## config.mk

```make
export PLATFORM = sky130hd
export DESIGN_NAME = junction_phase_scheduler
export DESIGN_NICKNAME = d
export VERILOG_FILES = /design/src/rtl/junction_pkg.sv /design/src/rtl/tick_prescaler.sv /design/src/rtl/junction_phase_scheduler.sv
export SDC_FILE = /design/constraint.sdc
export NUM_CORES = 1
export LEC_CHECK = 0
export BUFFER_PORTS_ARGS = -buffer_cell sky130_fd_sc_hd__buf_2
export CAP_MARGIN = 20
export CORE_AREA = 3 3 123 125
export DETAILED_ROUTE_END_ITERATION = 10
export DIE_AREA = 0 0 126 128
export GPL_ROUTABILITY_DRIVEN = 0
export PLACE_DENSITY = 0.36
export SYNTH_ARGS = -nofsm -noshare
export SYNTH_HDL_FRONTEND = slang
export SYNTH_SLANG_ARGS = --single-unit
```

## constraint.sdc

```tcl
create_clock -name clk -period 12.3 [get_ports clk]
set_clock_uncertainty 0.2 [all_clocks]
set_input_delay 2.46 -clock clk [delete_from_list [all_inputs] [get_ports clk]]
set_output_delay 2.46 -clock clk [all_outputs]
set_load 0.03 [all_outputs]
```

## src/rtl/junction_pkg.sv

```systemverilog
// Shared types and constants for the junction phase scheduler: state encoding,
// default phase durations, the seconds type and the binary-to-BCD helper.
package junction_pkg;

    typedef enum logic [2:0] {
        IDLE   = 3'd0,
        GREEN  = 3'd1,
        YELLOW = 3'd2,
        ALLRED = 3'd3,
        WALK   = 3'd4
    } state_e;

    typedef logic [6:0] secs_t;

    localparam int DEF_TICK_DIV = 25_000_000;
    localparam int DEF_GREEN_S  = 20;
    localparam int DEF_YELLOW_S = 3;
    localparam int DEF_ALLRED_S = 2;
    localparam int DEF_WALK_S   = 10;

    // Valid for 0..99; the tens digit is recovered first and the units follow by subtraction.
    function automatic logic [7:0] bin2bcd(input secs_t v);
        logic [3:0] tens;
        logic [3:0] units;
        tens  = 4'(v / 7'd10);
        units = 4'(v - 7'(tens) * 7'd10);
        return {tens, units};
    endfunction

endpackage

```

## src/rtl/tick_prescaler.sv

```systemverilog
// Divides the board clock down to a one-cycle tick every TICK_DIV cycles;
// clr restarts the count so a new phase always gets full-length seconds.
module tick_prescaler #(
    parameter int TICK_DIV = 25_000_000
) (
    input  logic clk,
    input  logic rst,
    input  logic clr,
    output logic tick
);

    localparam int CW = (TICK_DIV > 1) ? $clog2(TICK_DIV) : 1;
    localparam logic [CW-1:0] LAST = CW'(TICK_DIV - 1);

    logic [CW-1:0] cnt;

    always_ff @(posedge clk or posedge rst) begin
        if (rst) begin
            cnt <= '0;
        end else if (clr || cnt == LAST) begin
            cnt <= '0;
        end else begin
            cnt <= cnt + CW'(1);
        end
    end

    assign tick = (cnt == LAST);

endmodule

```

## src/rtl/junction_phase_scheduler.sv

```systemverilog
// Four-approach intersection phase scheduler: round-robin greens with yellow and
// all-red clearance, latched pedestrian walks, and a BCD countdown of the phase.
module junction_phase_scheduler
    import junction_pkg::*;
#(
    parameter int TICK_DIV = DEF_TICK_DIV,
    parameter int GREEN_S  = DEF_GREEN_S,
    parameter int YELLOW_S = DEF_YELLOW_S,
    parameter int ALLRED_S = DEF_ALLRED_S,
    parameter int WALK_S   = DEF_WALK_S
) (
    input  logic       clk,
    input  logic       rst,
    input  logic [3:0] req,
    input  logic       ped_req,
    output logic [3:0] green,
    output logic [3:0] yellow,
    output logic       walk,
    output logic [7:0] remain_bcd,
    output logic       phase_done,
    output state_e     state_dbg
);

    state_e     state;
    state_e     nxt;
    logic [1:0] ptr;
    logic       ped_pending;
    logic       last_walk;
    secs_t      secs;
    secs_t      dur;
    logic       tick;
    logic       phase_end;
    logic       enter;
    logic       clr;
    logic [1:0] arb_idx;

    tick_prescaler #(
        .TICK_DIV(TICK_DIV)
    ) u_prescaler (
        .clk (clk),
        .rst (rst),
        .clr (clr),
        .tick(tick)
    );

    assign phase_end  = (state != IDLE) && tick && (secs == secs_t'(1));
    assign clr        = (state == IDLE) || phase_end;
    assign phase_done = phase_end;
    assign state_dbg  = state;

    // Descending scan so the last hit is the first requester at or after ptr.
    always_comb begin
        arb_idx = ptr;
        for (int i = 3; i >= 0; i--) begin
            if (req[ptr + 2'(i)]) begin
                arb_idx = ptr + 2'(i);
            end
        end
    end

    always_comb begin
        nxt = state;
        case (state)
            IDLE: begin
                if (ped_pending || ped_req) begin
                    nxt = WALK;
                end else if (|req) begin
                    nxt = GREEN;
                end
            end
            GREEN:  if (phase_end) nxt = YELLOW;
            YELLOW: if (phase_end) nxt = ALLRED;
            WALK:   if (phase_end) nxt = ALLRED;
            ALLRED: begin
                // A walk is always followed by one vehicle green when there is demand.
                if (phase_end) begin
                    if (last_walk && (|req)) begin
                        nxt = GREEN;
                    end else if (ped_pending) begin
                        nxt = WALK;
                    end else if (|req) begin
                        nxt = GREEN;
                    end else begin
                        nxt = IDLE;
                    end
                end
            end
            default: nxt = IDLE;
        endcase
    end

    assign enter = (nxt != state) && (nxt != IDLE);

    always_comb begin
        case (nxt)
            GREEN:   dur = secs_t'(GREEN_S);
            YELLOW:  dur = secs_t'(YELLOW_S);
            ALLRED:  dur = secs_t'(ALLRED_S);
            WALK:    dur = secs_t'(WALK_S);
            default: dur = '0;
        endcase
    end

    always_ff @(posedge clk or posedge rst) begin
        if (rst) begin
            state       <= IDLE;
            ptr         <= '0;
            ped_pending <= 1'b0;
            last_walk   <= 1'b0;
            secs        <= '0;
            remain_bcd  <= 8'h00;
            green       <= '0;
            yellow      <= '0;
            walk        <= 1'b0;
        end else begin
            state <= nxt;

            // A press in the walk-entry cycle is served by that walk.
            if (enter && nxt == WALK) begin
                ped_pending <= 1'b0;
            end else if (ped_req) begin
                ped_pending <= 1'b1;
            end

            if (enter) begin
                secs       <= dur;
                remain_bcd <= bin2bcd(dur);
            end else if (nxt == IDLE) begin
                secs       <= '0;
                remain_bcd <= 8'h00;
            end else if (tick) begin
                secs       <= secs - secs_t'(1);
                remain_bcd <= bin2bcd(secs - secs_t'(1));
            end

            if (enter) begin
                case (nxt)
                    GREEN: begin
                        green     <= 4'b0001 << arb_idx;
                        yellow    <= '0;
                        walk      <= 1'b0;
                        ptr       <= arb_idx + 2'd1;
                        last_walk <= 1'b0;
                    end
                    YELLOW: begin
                        yellow <= green;
                        green  <= '0;
                        walk   <= 1'b0;
                    end
                    WALK: begin
                        walk      <= 1'b1;
                        green     <= '0;
                        yellow    <= '0;
                        last_walk <= 1'b1;
                    end
                    default: begin
                        green  <= '0;
                        yellow <= '0;
                        walk   <= 1'b0;
                    end
                endcase
            end else if (nxt == IDLE) begin
                green     <= '0;
                yellow    <= '0;
                walk      <= 1'b0;
                last_walk <= 1'b0;
            end
        end
    end

endmodule

```

==> summary.txt, run 1 <==
Status
  • Status: completed

Yosys
  • Mean post-synth cell area: 9.20 um^2
  • Most frequent cells after synthesis: dfrtp_1, nor2_1, nand2_1
  • Synth top area cells: dfrtp_1, nor2_1, xor2_1
  • EDFF count, synth: 0
  • Syn Nets: 387
  • Yosys top cell by area: dfrtp_1
  • Most numerous cell in the Yosys netlist: dfrtp_1
  • Register bit total from synthesis: 55
  • Synth top area share: 0.407
  • Post-synth ARST share: 1.00
  • Synth warn: 0
  • Synth Cell Area: 3390 um^2
  • Distinct cells, synth: 66
  • Sequential element share of the synthesized area: 0.407
  • Top_reg_cell synth: dfrtp_1
  • Mapped Cells: 368

Clocking
  • CTS Sinks: 55
  • Postcts setup bufs: 0
  • Hold Buf Count CTS: 0
  • Max Root-Sink Buffers: 2
  • TritonCTS clock tree: built
  • Clock Latency Late Sink: 290 ps
  • Clk Tree Root Cell: clkbuf_16
  • CTS H-tree depth: 2
  • Number of gates resized after cts: 0
  • CTS Buf Count: 5
  • Clock slew at reported path FFs: 70 ps

Setup path
  • Crit Path Class: register to primary output
  • Worst Path Arrival: 2660 ps
  • Critical Path RT: 9640 ps
  • CP delay by family, top: simple AND/OR/NAND/NOR gates
  • Critical path startpoint category: register
  • Worst path cell trace: ha_1 -> and3_1 -> nand4_1 -> or2_1 -> or3_1 -> inv_1 -> buf_2
  • CP Capture Type: primary output
  • CP peak stage delay: 500 ps
  • Worst Path Max Fanout: 14
  • Buf+Inv Stages, Crit Path: 2
  • Critical path's slowest cell: or3_1

Pwr
  • Switching Share: 0.437
  • Internal power: 479 uW
  • Sequential power share: 0.309
  • Max IR drop VDD: 0.0655 mV
  • Clock power share: 0.179
  • Net Sw Power: 371 uW
  • Cell Pwr Density: 221 nW/um^2
  • Overall power: 851 uW
  • Leakage Power: 1.75 nW
  • Logic pwr share: 0.513

Route
  • Vias per cell: 4.80
  • Vias: 2729
  • Wire per inst: 15.2 um
  • DRC: 0
  • Initial DRC count: 155
  • Routed Wire Length: 8.65 mm
  • DRT antenna net count: 0
  • First-pass DRT Iterations: 4

Layout
  • Diode count: 0
  • Layout area overhead: 13.5%
  • Share of cells above drive strength 1: 0.116
  • Fill count: 1503
  • Area of the multi-input gates: 1880 um^2
  • FF/Latch Area: 1380 um^2
  • Layout Nets: 407

Timing
  • Final period utilization: 0.432
  • Max frequency: 188 MHz
  • Final TNS setup: 0 ps
  • Pin slew with the least headroom to its limit: 1070 ps
  • Slew margin rel.: 0.281
  • Setup-failing EPs final: 0
  • Min cycle time layout: 5320 ps
  • RSZ-0062 raised after global routing: false
  • Final slew viol count: 0
  • Final count of hold timing violations: 0

Floorplan
  • Chip Width: 126 um
  • Die H: 128 um
  • Core Region: 14000 um^2
  • Initial Util: 0.242
  • I/O Pins: 28
  • Total Die Area: 16100 um^2
  • Num rows: 43

GRT
  • Largest net degree at the start of global routing: 56
  • Vias in the first global route: 2738
  • Initial antenna violation count: 0
  • Grt total ovfl: 0
  • Global-route wire length before repair: 14.5 mm
  • Gr usage total: 0.109

Hold path
  • Worst hold-check path type: register to register

Placed design
  • Port bufs: 27
  • Post-DP HPWL: 6.16 mm

Run
  • Max Cap Viol: 0
final timing paths:
| path | start | to | slack [ps] | depth (start not counted) |
|---|---|---|---|---|
| hold / removal | walk | walk | 290 | 2 |
| setup / recovery | u_prescaler.cnt[0] | phase_done | 6980 | 7 |
| hold reg to reg | walk | walk | 290 | 2 |
| setup reg to reg | remain_bcd[0] | remain_bcd[3] | 7300 | 20 |
| min in group asynchronous | rst | u_prescaler.cnt[0] | 2180 | 3 |
| max in group asynchronous | rst | remain_bcd[2] | 9260 | 3 |
layout make-up:
cell class	count	share of cell area
Multi-Input combinational cell	283	0.490
Inverter	14	0.0137
Clock buffer	8	0.0407
Tap cell	180	0.0586
Timing Repair Buffer	29	0.0391
Sequential cell	55	0.358
kinds of logic (layout without fill, tap and decap cells):
family                   Yosys count  in the layout  share of synthesized area
AND/OR/NAND/NOR                  162            162                      0.249
AO/OA/AOI/OAI                     72             72                      0.155
multiplexers                       4              4                     0.0126
other                              1              1                    0.00111
XOR/XNOR                          32             32                     0.0891
adder cells (fa/ha/maj)           12             12                     0.0488
buffers and inverters             30             51                     0.0377
flip-flops                        55             55                      0.407
sequential cells by signal (all words and copies together), names as in the netlist, 2 cells and up:
register         cells
remain_bcd           8
yellow               4
ptr                  2
green                4
secs                 6
u_prescaler.cnt     25
state_dbg            3
per-stage QoR:
stage	utilization	hold WS (ps)	worst slack, ps	std cells	instance area [um^2]
2_1_floorplan	-	255	7170	368	3390
3_3_place_gp	0.264	289	6810	561	3690
3_5_place_dp	0.264	287	6790	561	3690
4_1_cts	0.275	300	6930	569	3840
5_1_grt	0.275	318	6810	569	3840
6_report	0.275	293	6980	569	3840
worst min-delay path: cells and delay by family (launching register included):
kind / cells / cell delay [ps]
simple gates: 2 / 110
flops: 1 / 350
per-layer routing:
metal | wire (um) | track usage | vias up
li1 | - | - | 1357
met1 | 4460 | 0.156 | 1324
met2 | 3850 | 0.169 | 40
met3 | 198 | 0.0154 | 8
met4 | 135 | 0.0391 | 0
met5 | 0 | 0 | -
power groups by stage:
stage	Combinational (mW)	Sequential [mW]	Clock, mW
2_1_floorplan	0.336	0.263	0
5_1_grt	0.488	0.269	0.164
4_1_cts	0.444	0.263	0.159
3_5_place_dp	0.440	0.267	0
3_3_place_gp	0.445	0.266	0
6_report	0.436	0.263	0.152
layout by cell type, fill, tap and decap left out, types with 4 or more instances in the layout:
cell type / synthesis / layout
o21ai_1: 7 / 7
inv_1: 13 / 12
ha_1: 10 / 10
and3_1: 9 / 9
nor4_1: 4 / 4
nand2_1: 27 / 27
nor2b_1: 9 / 9
buf_2: 3 / 27
and2_1: 5 / 5
a21oi_1: 10 / 10
o21ai_0: 8 / 8
nor3_1: 8 / 8
o22a_1: 5 / 5
dfrtp_1: 55 / 55
nor2_1: 50 / 50
nand4_1: 6 / 6
a211oi_1: 6 / 6
xor2_1: 18 / 18
clkbuf_16: 0 / 5
nand3_1: 17 / 17
xnor2_1: 12 / 12
or3_1: 4 / 4
a22o_1: 7 / 7
No activity file was read; power rests on OpenSTA's default activity.
==> run 2, diff against run 1 <==
--- a/config.mk
+++ b/config.mk
@@ -11,7 +11,7 @@
 export DETAILED_ROUTE_END_ITERATION = 10
 export DIE_AREA = 0 0 126 128
 export GPL_ROUTABILITY_DRIVEN = 0
-export PLACE_DENSITY = 0.36
+export PLACE_DENSITY = 0.37
 export SYNTH_ARGS = -nofsm -noshare
 export SYNTH_HDL_FRONTEND = slang
 export SYNTH_SLANG_ARGS = --single-unit
==> constraint.sdc (replaced) <==
create_clock -name clk -period 4.7 [get_ports clk]
set_clock_uncertainty 0.2 [all_clocks]
set_input_delay 0.94 -clock clk [delete_from_list [all_inputs] [get_ports clk]]
set_output_delay 0.94 -clock clk [all_outputs]
set_load 0.03 [all_outputs]
==> summary.txt, run 2 (synthesis results as in run 1) <==
Setup path
  • Crit Path Class: register to register
  • Critical path startpoint category: register
  • CP Capture Type: register
  • Worst Path Max Fanout: 6
  • Worst Path Arrival: 4310 ps
  • Critical Path RT: 4660 ps
  • R2R depth: 18

Route
  • Initial DRC count: 193
  • Vias: 2771
  • Vias per cell: 4.79
  • DRT antenna net count: 0
  • DRC: 0
  • Wire per inst: 14.8 um
  • First-pass DRT Iterations: 4
  • Routed Wire Length: 8.56 mm

Floorplan
  • I/O Pins: 28
  • Core Region: 14000 um^2
  • Total Die Area: 16100 um^2
  • Die H: 128 um
  • Num rows: 43
  • Chip Width: 126 um
  • Initial Util: 0.242

Hold path
  • Hold path depth: 2
  • Worst hold-check path type: register to register

Placed design
  • Post-DP HPWL: 6.40 mm
  • Post-Place Cells: 570
  • Port bufs: 27

Pwr
  • Leakage Power: 1.81 nW
  • Max IR drop VDD: 0.228 mV
  • Overall power: 2.37 mW
  • Cell Pwr Density: 599 nW/um^2

Layout
  • Layout area overhead: 17.0%
  • Non-Filler Instances: 579
  • Commonest non-fill, non-tap cell in the layout: dfrtp_1
  • Share of cells above drive strength 1: 0.148
  • Commonest non-fill, non-tap cells in the layout: dfrtp_1, nor2_1, nand2_1, buf_2, xor2_1
  • Register with the highest flop count: u_prescaler.cnt
  • Max FFs per register: 25
  • Diode count: 0
  • Biggest regs: u_prescaler.cnt: 25 flops, remain_bcd: 8 flops, secs: 6 flops
  • Layout Nets: 417

GRT
  • Largest net degree at the start of global routing: 35
  • Vias in the first global route: 2907
  • Grt total ovfl: 0
  • Global-route wire length before repair: 14.9 mm
  • Gr usage total: 0.112
  • Initial antenna violation count: 0

Timing
  • Final count of hold timing violations: 0
  • Final period utilization: 0.926
  • Slew margin rel.: 0.401
  • Setup-failing EPs final: 0
  • Min cycle time layout: 4350 ps
  • Worst hold slack: 283 ps
  • Final slew viol count: 0
  • Max frequency: 230 MHz
  • Final TNS setup: 0 ps
  • Pin slew with the least headroom to its limit: 895 ps

Clocking
  • Max Root-Sink Buffers: 2
  • CTS H-tree depth: 2
  • Hold Buf Count CTS: 0
  • Clock Latency Late Sink: 290 ps
  • TritonCTS clock tree: built
  • CTS Sinks: 55
  • Clock slew at reported path FFs: 70 ps
  • CTS Buf Count: 5
  • Clk Tree Root Cell: clkbuf_16

Run
  • Max Cap Viol: 0

Status
  • Status: completed
## run 2: cell count changes in the layout (fill, tap and decap cells not counted)
cell	before	now
nor3b_4	0	1
clkbuf_8	2	1
a31oi_1	3	2
o21ai_1	7	6
clkinv_2	0	1
nor3b_2	1	0
dfrtp_2	0	1
o21ai_4	0	1
a31oi_2	0	1
dfrtp_1	55	54
bufinv_16	0	1
clkbuf_1	1	0
buf_4	2	12
## run 2: repair_timing
item / CTS / global route
resized for setup: 0 / 5
buffers inserted: 0 / 1
endpoints found under the setup margin: 0 / 2
## run 2: final timing paths
kind | startpoint | endpoint | slack, ps
max | secs[1] | remain_bcd[3] | 350
min | walk | walk | 280
max reg2reg | secs[1] | remain_bcd[3] | 350
min reg2reg | walk | walk | 280
max in group asynchronous | rst | secs[1] | 2970
min in group asynchronous | rst | ptr[0] | 460
## run 2: through the flow
step	util	worst slack [ps]	instance area, um^2
2_1_floorplan	-	359	3390
3_3_place_gp	0.268	308	3750
3_5_place_dp	0.268	206	3750
4_1_cts	0.281	186	3930
5_1_grt	0.283	-5.01	3960
6_report	0.283	350	3960
## run 2: metal layers
layer,global-route usage,part of all wire,vias up
met5,0,0,-
met2,0.187,0.47,32
met1,0.150,0.50,1358
li1,-,-,1373
met3,0.0167,0.024,8
met4,0.0347,0.014,0
## run 2: where the power goes
part / total, mW / leakage [nW] / switching [mW] / internal (mW)
Clock: 0.433 / 0.0868 / 0.168 / 0.265
Sequential: 0.655 / 0.729 / 0.0907 / 0.564
Combinational: 1.29 / 0.993 / 0.734 / 0.552
Total: 2.37 / 1.81 / 0.992 / 1.38
## run 2: area by class of cell
class / instances / area, um^2
clock inverter: 2 / 35.0
multi-input combinational: 283 / 1910
sequential: 55 / 1380
tap: 180 / 225
fill: 1503 / 10000
inverter: 14 / 52.6
clock buffer: 6 / 139
timing repair buffer: 39 / 225
## run 2: worst max-delay path, cell delays in order (launching register included)
cell      delay (ps)
dfrtp_2          440
or4_4            590
o21ai_4          190
nand3_1          110
nor3b_1          150
o21a_1           190
a31oi_2          180
inv_2             40
ha_1             270
nand2_1           50
o22a_1           180
a221oi_2         280
inv_1            100
ha_1             200
fa_1             370
xnor2_1          190
xnor3_1          250
a21oi_1          180
a211oi_1          60
==> run 3, diff against run 2 <==
--- a/config.mk
+++ b/config.mk
@@ -7,10 +7,11 @@
 export LEC_CHECK = 0
 export BUFFER_PORTS_ARGS = -buffer_cell sky130_fd_sc_hd__buf_2
 export CAP_MARGIN = 20
-export CORE_AREA = 3 3 123 125
+export CORE_AREA = 2 2 122 124
 export DETAILED_ROUTE_END_ITERATION = 10
-export DIE_AREA = 0 0 126 128
+export DIE_AREA = 0 0 124 126
 export GPL_ROUTABILITY_DRIVEN = 0
+export GPL_TIMING_DRIVEN = 0
 export PLACE_DENSITY = 0.37
 export SYNTH_ARGS = -nofsm -noshare
 export SYNTH_HDL_FRONTEND = slang
==> summary.txt, run 3 (synthesis results as in run 1) <==
Layout
  • Register with the highest flop count: u_prescaler.cnt
  • Commonest non-fill, non-tap cells in the layout: dfrtp_1, nor2_1, buf_2
  • Max FFs per register: 25
  • Fill count: 1573
  • Final instance area: 4000 um^2
  • Layout Nets: 426
  • Biggest regs: u_prescaler.cnt: 25 flops, remain_bcd: 8 flops, secs: 6 flops
  • Diode count: 0
  • Share of cells above drive strength 1: 0.152
  • Layout area overhead: 18.2%
  • Final Util: 0.280
  • Commonest non-fill, non-tap cell in the layout: dfrtp_1

Setup path
  • Crit Path Class: register to register
  • Worst Path Arrival: 4470 ps
  • Worst path cell trace: buf_2 -> or4_4 -> o21ai_4 -> nand3_1 -> nor3b_1 -> o21a_1 -> a31oi_4 -> inv_2 -> ha_1 -> nand2_1 -> o22a_1 -> a221oi_2 -> inv_1 -> ha_1 -> fa_1 -> xnor2_1 -> xnor3_1 -> a21oi_1 -> a211oi_1
  • Worst Path Max Fanout: 9
  • Critical path's slowest cell: or4_4
  • R2R Setup Slk: 200 ps
  • Buf+Inv Stages, Crit Path: 3
  • CP delay by family, top: compound AO/OA/AOI/OAI gates
  • CP peak stage delay: 550 ps
  • Most used cell, CP: ha_1
  • CP Capture Type: register
  • Critical path startpoint category: register
  • Critical Path RT: 4670 ps

Floorplan
  • Num rows: 44
  • I/O Pins: 28
  • Initial Util: 0.237
  • Die H: 126 um
  • Total Die Area: 15600 um^2
  • Chip Width: 124 um
  • Core Region: 14300 um^2

Route
  • Initial DRC count: 174
  • Vias per cell: 4.72
  • DRC: 0
  • Routed Wire Length: 8.88 mm
  • DRT antenna net count: 0
  • Wire per inst: 15.0 um
  • First-pass DRT Iterations: 4
  • Vias: 2792

Clocking
  • Clock slew at reported path FFs: 80 ps
  • CTS H-tree depth: 2
  • CTS Buf Count: 5
  • CTS Sinks: 55
  • TritonCTS clock tree: built
  • Hold Buf Count CTS: 0
  • Clock Latency Late Sink: 300 ps
  • Clk Tree Root Cell: clkbuf_16
  • Max Root-Sink Buffers: 2

Status
  • Status: completed

Pwr
  • Cell Pwr Density: 586 nW/um^2
  • Overall power: 2.35 mW
  • Internal power: 1.32 mW
  • Logic pwr share: 0.568
  • Switching Share: 0.438
  • Sequential power share: 0.272
  • Max IR drop VDD: 0.211 mV
  • Net Sw Power: 1.03 mW
  • Leakage Power: 1.81 nW
  • Clock power share: 0.160

Placed design
  • Area after DPL: 3770 um^2
  • Port bufs: 27
  • Post-DP HPWL: 6.57 mm

Timing
  • Setup-failing EPs final: 0
  • Worst hold slack: 278 ps
  • Final TNS setup: 0 ps
  • Final count of hold timing violations: 0
  • Final period utilization: 0.958
  • Final slew viol count: 0
  • Pin slew with the least headroom to its limit: 898 ps
  • RSZ-0062 raised after global routing: false
  • Min cycle time layout: 4500 ps
  • Max frequency: 222 MHz
  • Slew margin rel.: 0.396

GRT
  • Vias in the first global route: 2846
  • Gr usage total: 0.123
  • Global-route wire length before repair: 15.1 mm
  • Grt total ovfl: 0
  • Largest net degree at the start of global routing: 32
  • Initial antenna violation count: 0

Hold path
  • Worst hold-check path type: register to register

Run
  • Max Cap Viol: 0
[run 3: cell types whose count changed in the layout (fill, tap and decap cells not counted), sizes merged]
cell    change
buf         -3
bufinv      -1
clkbuf     +11
clkinv      +2
[run 3: stage by stage]
| step | instances | setup WS [ps] |
|---|---|---|
| 2_1_floorplan | 368 | 359 |
| 3_3_place_gp | 579 | -238 |
| 3_5_place_dp | 580 | -247 |
| 4_1_cts | 588 | 34.8 |
| 5_1_grt | 592 | 17.8 |
| 6_report | 592 | 197 |
[run 3: final timing paths]
check,from,end,cells past startpoint
worst max-delay path,secs[2],remain_bcd[3],19
worst min-delay path,walk,walk,2
worst max register to register,secs[2],remain_bcd[3],19
worst min register to register,walk,walk,2
max in group asynchronous,rst,remain_bcd[0],3
min in group asynchronous,rst,u_prescaler.cnt[20],2
[run 3: power groups by stage]
stage	clock, mW	sequential [mW]	combinational, mW
final	0.375	0.638	1.33
after global routing	0.413	0.650	1.49
after CTS	0.391	0.641	1.28
after detailed placement	0	0.648	1.24
after global placement	0	0.646	1.25
after floorplan	0	0.689	0.879
[run 3: layout make-up]
class / instances / area (um^2) / area share
well taps: 184 / 230 / 0.0575
repair buffers: 32 / 185 / 0.0463
clock buffers: 5 / 125 / 0.0313
multi-input cells: 283 / 1940 / 0.484
inverters: 14 / 52.6 / 0.0131
clock inverters: 3 / 15.0 / 0.00375
plain buffers: 16 / 77.6 / 0.0194
flip-flops and latches: 55 / 1380 / 0.345
[run 3: timing repair]
action / 4_1_cts / 5_1_grt
endpoints found under the setup margin: 2 / 2
cloned: 0 / 0
buffers inserted: 0 / 4
pin swaps: 0 / 1
resized for setup: 6 / 6
[run 3: worst reg2reg max path: stages, from the launching register on]
cell and delay, ps:
dfrtp_1 360, buf_2 200, or4_4 550, o21ai_4 200, nand3_1 130, nor3b_1 180, o21a_1 210, a31oi_4 180
inv_2 40, ha_1 260, nand2_1 50, o22a_1 180, a221oi_2 280, inv_1 120, ha_1 210, fa_1 370
xnor2_1 190, xnor3_1 260, a21oi_1 160, a211oi_1 60
[run 3: layer usage]
layer,global-route usage,wire length [um],up-vias
met1,0.177,4550,1373
met4,0.0317,56,0
met5,0,0,-
li1,-,-,1386
met2,0.189,4050,31
met3,0.0213,222,2
